--- config.mk ---
export PLATFORM = sky130hd
export DESIGN_NAME = odetojoy_player
export DESIGN_NICKNAME = d
export VERILOG_FILES = /design/src/rtl/odetojoy_player.sv
export SDC_FILE = /design/constraint.sdc
export NUM_CORES = 1
export LEC_CHECK = 0
export BUFFER_PORTS_ARGS = -buffer_cell sky130_fd_sc_hd__buf_2
export CAP_MARGIN = 20
export CORE_UTILIZATION = 61
export CTS_CLUSTER_DIAMETER = 100
export DETAILED_ROUTE_END_ITERATION = 16
export GPL_TIMING_DRIVEN = 0
export PLACE_DENSITY = 0.79
export SYNTH_ARGS = -nofsm -noshare
export SYNTH_HDL_FRONTEND = slang
export SYNTH_SLANG_ARGS = --single-unit
--- constraint.sdc ---
create_clock -name CLK -period 3.6 [get_ports CLK]
set_clock_uncertainty 0.2 [all_clocks]
set_input_delay 0.72 -clock CLK [delete_from_list [all_inputs] [get_ports CLK]]
set_output_delay 0.72 -clock CLK [all_outputs]
set_load 0.01 [all_outputs]
--- src/rtl/odetojoy_player.sv ---
// Ode to Joy sequencer: drives the shared note bus with each note followed by a rest gap.
// Registered outputs; START/STOP act on the next edge, STOP beats START, no backpressure.
module odetojoy_player #(
    parameter int HALF_BEAT_TICKS = 12_500_000,
    parameter int GAP_TICKS       = 1_250_000
) (
    input  logic       CLK,
    input  logic       RESET,
    input  logic       START,
    input  logic       STOP,
    input  logic       LOOP,
    output logic [3:0] note,
    output logic       playing,
    output logic       done,
    output logic [4:0] index
);
    localparam int CNT_W = $clog2(5 * HALF_BEAT_TICKS);

    localparam logic [3:0] NOTE_NONE = 4'd0;
    localparam logic [3:0] NOTE_C4   = 4'd1;
    localparam logic [3:0] NOTE_D    = 4'd2;
    localparam logic [3:0] NOTE_E    = 4'd3;
    localparam logic [3:0] NOTE_F    = 4'd4;
    localparam logic [3:0] NOTE_G    = 4'd5;

    localparam logic [4:0] LAST_IDX = 5'd27;

    // Last SOUND count for 2, 3 and 5 half-beat slots, and last GAP count.
    localparam logic [CNT_W-1:0] SOUND_LAST_2 = CNT_W'(2 * HALF_BEAT_TICKS - GAP_TICKS - 1);
    localparam logic [CNT_W-1:0] SOUND_LAST_3 = CNT_W'(3 * HALF_BEAT_TICKS - GAP_TICKS - 1);
    localparam logic [CNT_W-1:0] SOUND_LAST_5 = CNT_W'(5 * HALF_BEAT_TICKS - GAP_TICKS - 1);
    localparam logic [CNT_W-1:0] GAP_LAST     = CNT_W'(GAP_TICKS - 1);

    typedef enum logic [1:0] {IDLE, SOUND, GAP} state_t;

    state_t           state, state_n;
    logic [CNT_W-1:0] cnt, cnt_n;
    logic [CNT_W-1:0] sound_last;
    logic [4:0]       idx_n;
    logic             done_n;
    logic             playing_n;
    logic [3:0]       note_n;

    function automatic logic [3:0] song_note(input logic [4:0] i);
        case (i)
            5'd0, 5'd1, 5'd6, 5'd11, 5'd12, 5'd14,
            5'd15, 5'd20, 5'd25:                          song_note = NOTE_E;
            5'd2, 5'd5, 5'd16, 5'd19:                     song_note = NOTE_F;
            5'd3, 5'd4, 5'd17, 5'd18:                     song_note = NOTE_G;
            5'd7, 5'd10, 5'd13, 5'd21, 5'd24, 5'd26:      song_note = NOTE_D;
            5'd8, 5'd9, 5'd22, 5'd23, 5'd27:              song_note = NOTE_C4;
            default:                                      song_note = NOTE_NONE;
        endcase
    endfunction

    always_comb begin
        case (index)
            5'd12, 5'd26: sound_last = SOUND_LAST_3;
            5'd13, 5'd27: sound_last = SOUND_LAST_5;
            default:      sound_last = SOUND_LAST_2;
        endcase
    end

    always_comb begin
        state_n = state;
        cnt_n   = cnt + CNT_W'(1);
        idx_n   = index;
        done_n  = 1'b0;

        case (state)
            IDLE: cnt_n = '0;
            SOUND: begin
                if (cnt == sound_last) begin
                    state_n = GAP;
                    cnt_n   = '0;
                end
            end
            GAP: begin
                if (cnt == GAP_LAST) begin
                    cnt_n = '0;
                    if (index != LAST_IDX) begin
                        state_n = SOUND;
                        idx_n   = index + 5'd1;
                    end else if (LOOP) begin
                        state_n = SOUND;
                        idx_n   = '0;
                    end else begin
                        state_n = IDLE;
                        idx_n   = '0;
                        done_n  = 1'b1;
                    end
                end
            end
            default: begin
                state_n = IDLE;
                cnt_n   = '0;
                idx_n   = '0;
            end
        endcase

        // A restart keeps any completion pulse raised in the same cycle.
        if (START) begin
            state_n = SOUND;
            cnt_n   = '0;
            idx_n   = '0;
        end
        if (STOP) begin
            state_n = IDLE;
            cnt_n   = '0;
            idx_n   = '0;
            done_n  = 1'b0;
        end

        playing_n = (state_n != IDLE);
        note_n    = (state_n == SOUND) ? song_note(idx_n) : NOTE_NONE;
    end

    always_ff @(posedge CLK or posedge RESET) begin
        if (RESET) begin
            state   <= IDLE;
            cnt     <= '0;
            index   <= '0;
            done    <= 1'b0;
            playing <= 1'b0;
            note    <= NOTE_NONE;
        end else begin
            state   <= state_n;
            cnt     <= cnt_n;
            index   <= idx_n;
            done    <= done_n;
            playing <= playing_n;
            note    <= note_n;
        end
    end
endmodule

==> impl_metrics.toml, run 1 <==
[floorplan]
dieArea_sq_mm = 0.00461
die_x_microns = 67.9
pin_count = 16
die_h_microns = 67.9
coreArea_sq_mm = 0.00409
fp-row-count = 23
initial_core_util_pct = 64.8

[global_routing]
grt_max_degree = 39
grt_pass1_wl_mm = 9.85
grt_pass1_vias = 2135
antenna_found_initial = 0
grt_remaining_overflow = 0
groute.usage.overall_pct = 28.9

[synthesis]
synth_area_leader_cell = "dfrtp_1"
synth_seq_cells = 38
yosysUniqueCellTypes = 59
netlist_area_sq_mm = 0.00265
avgSynthCellArea_sq_um = 8.95
syn_nets = 315
ys_seq_area_share_pct = 35.9
syn_inst = 296
synth_edf_count = 0
synth_area_leaders = "dfrtp_1 (36%), ha_1 (6.6%), nor2_1 (4.8%)"
synth.most_common_cell = "dfrtp_1"
synth_top_flop_cell = "dfrtp_1"
async_reset_ff_share_pct = 100
yosysWarnings = 0
synth.top_cells.by_count = "dfrtp_1 (38), nor2_1 (34), nand2_1 (22)"
synth_top_area_share_pct = 35.9

[cts]
cts.sinks = 38
clkTransAtPathRegs_ns = 0.07
insertion_delay_ns = 0.30
cts_tree = "built"
numCtsBuffers = 5
cts_hold_buf = 0
htreeDepth = 2
clk_path_buf_depth = 2
cts_root_buffer = "clkbuf_8"

[timing]
finalSetupViolations = 0
maxSlewViolCount = 0
max_slew_margin_pct = 35.3
min_period_ns = 3.44
hold_viol_final = 0
rsz0062_at_grt = "no"
min_period_over_period_pct = 95.6
tightest_slew_ns = 0.962
timing.fmax_mhz = 291
fin_setup_tns_ns = 0

[route]
drt-vias-per-instance = 6.30
drtAntennaViolNets = 0
first_pass_iters = 4
drtIter0Drc = 227
wire_per_inst_microns = 16.0
num_vias = 2312
route.detailed.drc = 0
drt_wl_total_mm = 5.88

[final_layout]
diodes = 0
drive_gt1_share_pct = 14.5
nets = 336
syn2layout_area_growth_pct = 8.36

[setup_path]
required_ns = 3.57
end_kind = "register"
critical_path_arrival_ns = 3.41
path_max_fanout = 7
cp-start-kind = "register"
critPathKind = "reg2reg"

[power_and_ir_drop]
ir_drop_mv = 0.235
power_density_mw_per_mm2 = 260
power.leakage_nw = 1.15
power_mw = 0.747

[run_status]
status = "completed"

[placement]
port_buffers = 14
gp_congestion = 0.912
dpl.hpwl_mm = 4.23

[job]
maxCapViolCount = 0

[min_path]
hold_class = "reg2reg"
per-layer routing:
layer	global-route usage, %	wire length, microns
met2	41.5	2560
met5	0	0
met4	9.90	107
met3	6.50	401
met1	42.5	2810
state kept, by name (all words and copies together), names as in the netlist:
register	flops
cnt	26
done	1
index	5
note	3
playing	1
state	2
final cells by class:
cell class / instances / area [sq um]
Tap cell: 50 / 62.6
Sequential cell: 38 / 951
Buffer: 12 / 70.1
Timing Repair Buffer: 14 / 70.1
Inverter: 16 / 60.1
Clock buffer: 6 / 72.6
Fill cell: 329 / 1210
Clock inverter: 1 / 7.51
Multi-Input combinational cell: 230 / 1580
where the power goes:
part	leakage, nW	switching [mW]	internal, mW
Clock	0.0373	0.146	0.133
Sequential	0.525	0.00217	0.430
Combinational	0.590	0.0247	0.0114
cell families after synthesis:
family / after synthesis / synth area share [%]
adder cells (fa/ha/maj): 14 / 6.61
multiplexers: 3 / 1.13
other: 1 / 0.142
XOR/XNOR: 24 / 7.93
AO/OA/AOI/OAI: 40 / 10.7
flip-flops: 38 / 35.9
AND/OR/NAND/NOR: 148 / 32.7
buffers and inverters: 28 / 4.91
per-stage QoR:
stage	instances	setup WS [ns]	area (sq um)	util, %	hold WS, ns
floorplan	296	0.469	2650	-	0.252
global placement	360	0.160	2780	68.1	0.276
detailed placement	360	0.139	2780	68.1	0.280
CTS	367	0.0978	2860	70.1	0.295
global route	367	0.0181	2870	70.3	0.311
finish	367	0.160	2870	70.3	0.294
final timing paths:
check / startpoint / to / slack (ns) / depth (start not counted)
max in group asynchronous: RESET / cnt[8]$_DFF_PP0_ / 2.31 / 2
worst min register to register: cnt[0]$_DFF_PP0_ / cnt[0]$_DFF_PP0_ / 0.29 / 1
worst min-delay path: cnt[0]$_DFF_PP0_ / cnt[0]$_DFF_PP0_ / 0.29 / 1
worst max-delay path: cnt[13]$_DFF_PP0_ / note[0]$_DFF_PP0_ / 0.16 / 9
worst max register to register: cnt[13]$_DFF_PP0_ / note[0]$_DFF_PP0_ / 0.16 / 9
min in group asynchronous: RESET / cnt[22]$_DFF_PP0_ / 0.38 / 2
placed cells by master, fill, tap and decap left out, drive strengths merged, types with 2 or more instances in the layout:
cell,netlist,routed
nand3b,2,2
o2111ai,2,2
a21oi,8,8
and3,3,3
clkbuf,5,11
a22o,2,2
nor4,9,9
mux2i,3,3
ha,14,14
nor2b,3,3
and4,3,3
nor4b,5,5
or4,3,3
o21ai,9,9
and3b,2,2
nor3,8,8
dfrtp,38,38
nand3,20,20
buf,7,21
xnor2,11,11
o31ai,3,3
nand4,10,10
nand4b,3,3
a31oi,4,4
and2,5,5
and4b,3,3
or2,4,4
nand2b,3,3
xor2,13,13
nand2,22,22
a311oi,2,2
nor2,34,34
inv,16,16
or3,3,3
worst max-delay path, cell delays in order, from the launching register on:
cell      delay, ns
dfrtp_1        0.48
or4_4          0.57
or4_4          0.46
o21ai_1        0.16
a21oi_1        0.09
o21ai_2        0.18
inv_1          0.11
ha_1           0.22
or4b_1         0.54
a311oi_1       0.31
repair_timing:
| action | CTS | global route |
|---|---|---|
| resized for setup | 0 | 2 |
| endpoints found under the setup margin | 0 | 1 |
| buffers inserted | 0 | 0 |
Power figures use the tool's default switching activity.
==> run 2, diff against run 1 <==
--- a/config.mk
+++ b/config.mk
@@ -12,6 +12,7 @@
 export DETAILED_ROUTE_END_ITERATION = 16
 export GPL_TIMING_DRIVEN = 0
 export PLACE_DENSITY = 0.79
+export RECOVER_POWER = 50
 export SYNTH_ARGS = -nofsm -noshare
 export SYNTH_HDL_FRONTEND = slang
 export SYNTH_SLANG_ARGS = --single-unit
==> constraint.sdc (replaced) <==
create_clock -name CLK -period 3.2 [get_ports CLK]
set_clock_uncertainty 0.2 [all_clocks]
set_input_delay 0.64 -clock CLK [delete_from_list [all_inputs] [get_ports CLK]]
set_output_delay 0.64 -clock CLK [all_outputs]
set_load 0.01 [all_outputs]
==> impl_metrics.toml, run 2 (synthesis results as in run 1) <==
[setup_path]
slowest_stage = "or4_4"
crit_path_max_incr_delay_ns = 0.56
path_delay_family = "simple AND/OR/NAND/NOR gates"
required_ns = 3.18
path_max_fanout = 4
crit_buf_inv = 1
end_kind = "register"
r2r_cells = 9
path_cells = "or4_4 > or4_4 > o21ai_2 > a21oi_2 > o21ai_2 > inv_2 > ha_4 > or4b_4 > a311oi_2"
critPathKind = "reg2reg"
r2r-start = "cnt[8]$_DFF_PP0_"
cp-start-kind = "register"
r2r_setup_slack_ns = 0.03
r2r_end = "note[0]$_DFF_PP0_"
critical_path_arrival_ns = 3.15

[global_routing]
grt_remaining_overflow = 0
antenna_found_initial = 0
use_met1_pct = 44.3
use_met2_pct = 43.8
grt_pass1_wl_mm = 10.2
groute.layer.met3.usage_pct = 5.83
grt_max_degree = 39
grt_pass1_vias = 2198
top_usage_layer = "met1"
groute.usage.overall_pct = 30.1

[floorplan]
coreArea_sq_mm = 0.00409
die_h_microns = 67.9
initial_core_util_pct = 64.8
die_x_microns = 67.9
dieArea_sq_mm = 0.00461
fp-row-count = 23
pin_count = 16

[final_layout]
multi_input_area_sq_mm = 0.00166
largest_register_ff_count = 26
top_regs = "cnt: 26 flops, index: 5 flops, note: 3 flops"
layout_commonest_cell = "nor2_1"
final_cell_mix = "nor2_1 (33), dfrtp_1 (32), nand2_1 (22), buf_4 (20), nand3_1 (18)"
drive_gt1_share_pct = 24.5
seqCellArea_sq_um = 958
nets = 350
nFillCells = 288
syn2layout_area_growth_pct = 15.8
diodes = 0
final_area_sq_mm = 0.00307
utilization_pct = 75.1
regMostFlops = "cnt"

[timing]
timing.fmax_mhz = 315
max_slew_margin_pct = 4.69
finalSetupViolations = 0
min_period_ns = 3.17
maxSlewViolCount = 0
setup_ws_ns = 0.0291
hold_viol_final = 0
min_period_over_period_pct = 99.1
rsz0062_at_grt = "yes"
whs_ns = 0.350
tightest_slew_ns = 1.43

[min_path]
holdPathEnd = "cnt[0]$_DFF_PP0_"
hold_class = "reg2reg"
hold_depth = 2
min-delay-start = "cnt[0]$_DFF_PP0_"

[route]
first_pass_iters = 4
drt-vias-per-instance = 6.29
route.detailed.drc = 0
num_vias = 2397
drtAntennaViolNets = 0
drtIter0Drc = 285
drt_wl_total_mm = 6.32
wire_per_inst_microns = 16.6

[placement]
dpl.hpwl_mm = 4.23
pre_cts_slack_ns = -0.261
dpl_cell_area_sq_mm = 0.00278
gp_congestion = 0.912
port_buffers = 14

[job]
maxCapViolCount = 0

[power_and_ir_drop]
ir_drop_mv = 0.266
power.leakage_nw = 1.22
power_density_mw_per_mm2 = 276

[cts]
cts_hold_buf = 0
clkTransAtPathRegs_ns = 0.07
cts_root_buffer = "clkbuf_8"
htreeDepth = 2
cts.sinks = 38
numCtsBuffers = 5
insertion_delay_ns = 0.29
clk_path_buf_depth = 2
cts_tree = "built"

[run_status]
status = "completed"
[run 2: changes by cell type in the layout (fill, tap and decap cells not counted), moves of 3 or more]
cell and delta:
buf_4 +16, dfrtp_1 -6, dfrtp_2 +6, buf_2 -4, a21oi_1 -3, a21oi_2 +3, ha_1 -3
[run 2: final cells by class]
class                   count  area share (%)
plain buffers              10            2.04
well taps                  50            2.04
flip-flops and latches     38            31.2
repair buffers             30            6.03
inverters                  16            1.96
clock buffers               6            2.36
clock inverters             1           0.245
multi-input cells         230            54.1
[run 2: routing by layer]
metal / part of all wire, % / routed length [microns] / up-vias
met4: 1.7 / 110 / 0
met3: 6.0 / 377 / 15
met2: 45 / 2850 / 79
met1: 47 / 2980 / 1169
li1: - / - / 1134
met5: 0 / 0 / -
[run 2: how the worst max path moves through the flow]
stage / startpoint / end / slack (ns) / depth (start not counted)
detailed placement: cnt[13]$_DFF_PP0_ / note[0]$_DFF_PP0_ / -0.26 / 9
CTS: cnt[0]$_DFF_PP0_ / note[0]$_DFF_PP0_ / 0.01 / 10
floorplan: cnt[13]$_DFF_PP0_ / note[0]$_DFF_PP0_ / 0.07 / 9
finish: cnt[8]$_DFF_PP0_ / note[0]$_DFF_PP0_ / 0.03 / 9
global placement: cnt[13]$_DFF_PP0_ / note[0]$_DFF_PP0_ / -0.24 / 9
global route: cnt[10]$_DFF_PP0_ / note[1]$_DFF_PP0_ / -0.12 / 9
[run 2: per-stage QoR]
step                std cells  power (mW)  TNS [ns]
floorplan                 296       0.523         0
global placement          360       0.536     -4.11
detailed placement        360       0.537     -3.36
CTS                       374       0.849         0
global route              381       0.881    -0.162
finish                    381       0.846         0
[run 2: worst min-delay path, cell delays in order, from the launching register on]
cell     delay, ns
dfrtp_1       0.36
buf_4         0.12
nor2_1        0.04
[run 2: where the power goes]
group / total (mW) / switching [mW] / internal, mW
registers: 0.487 / 0.00249 / 0.484
clock network: 0.313 / 0.164 / 0.149
logic: 0.0458 / 0.0298 / 0.0160
[run 2: timing repair]
action | in CTS | in global routing
pin swaps | 4 | 3
gates resized for setup | 13 | 15
setup buffers | 7 | 9
setup endpoints to repair | 21 | 32
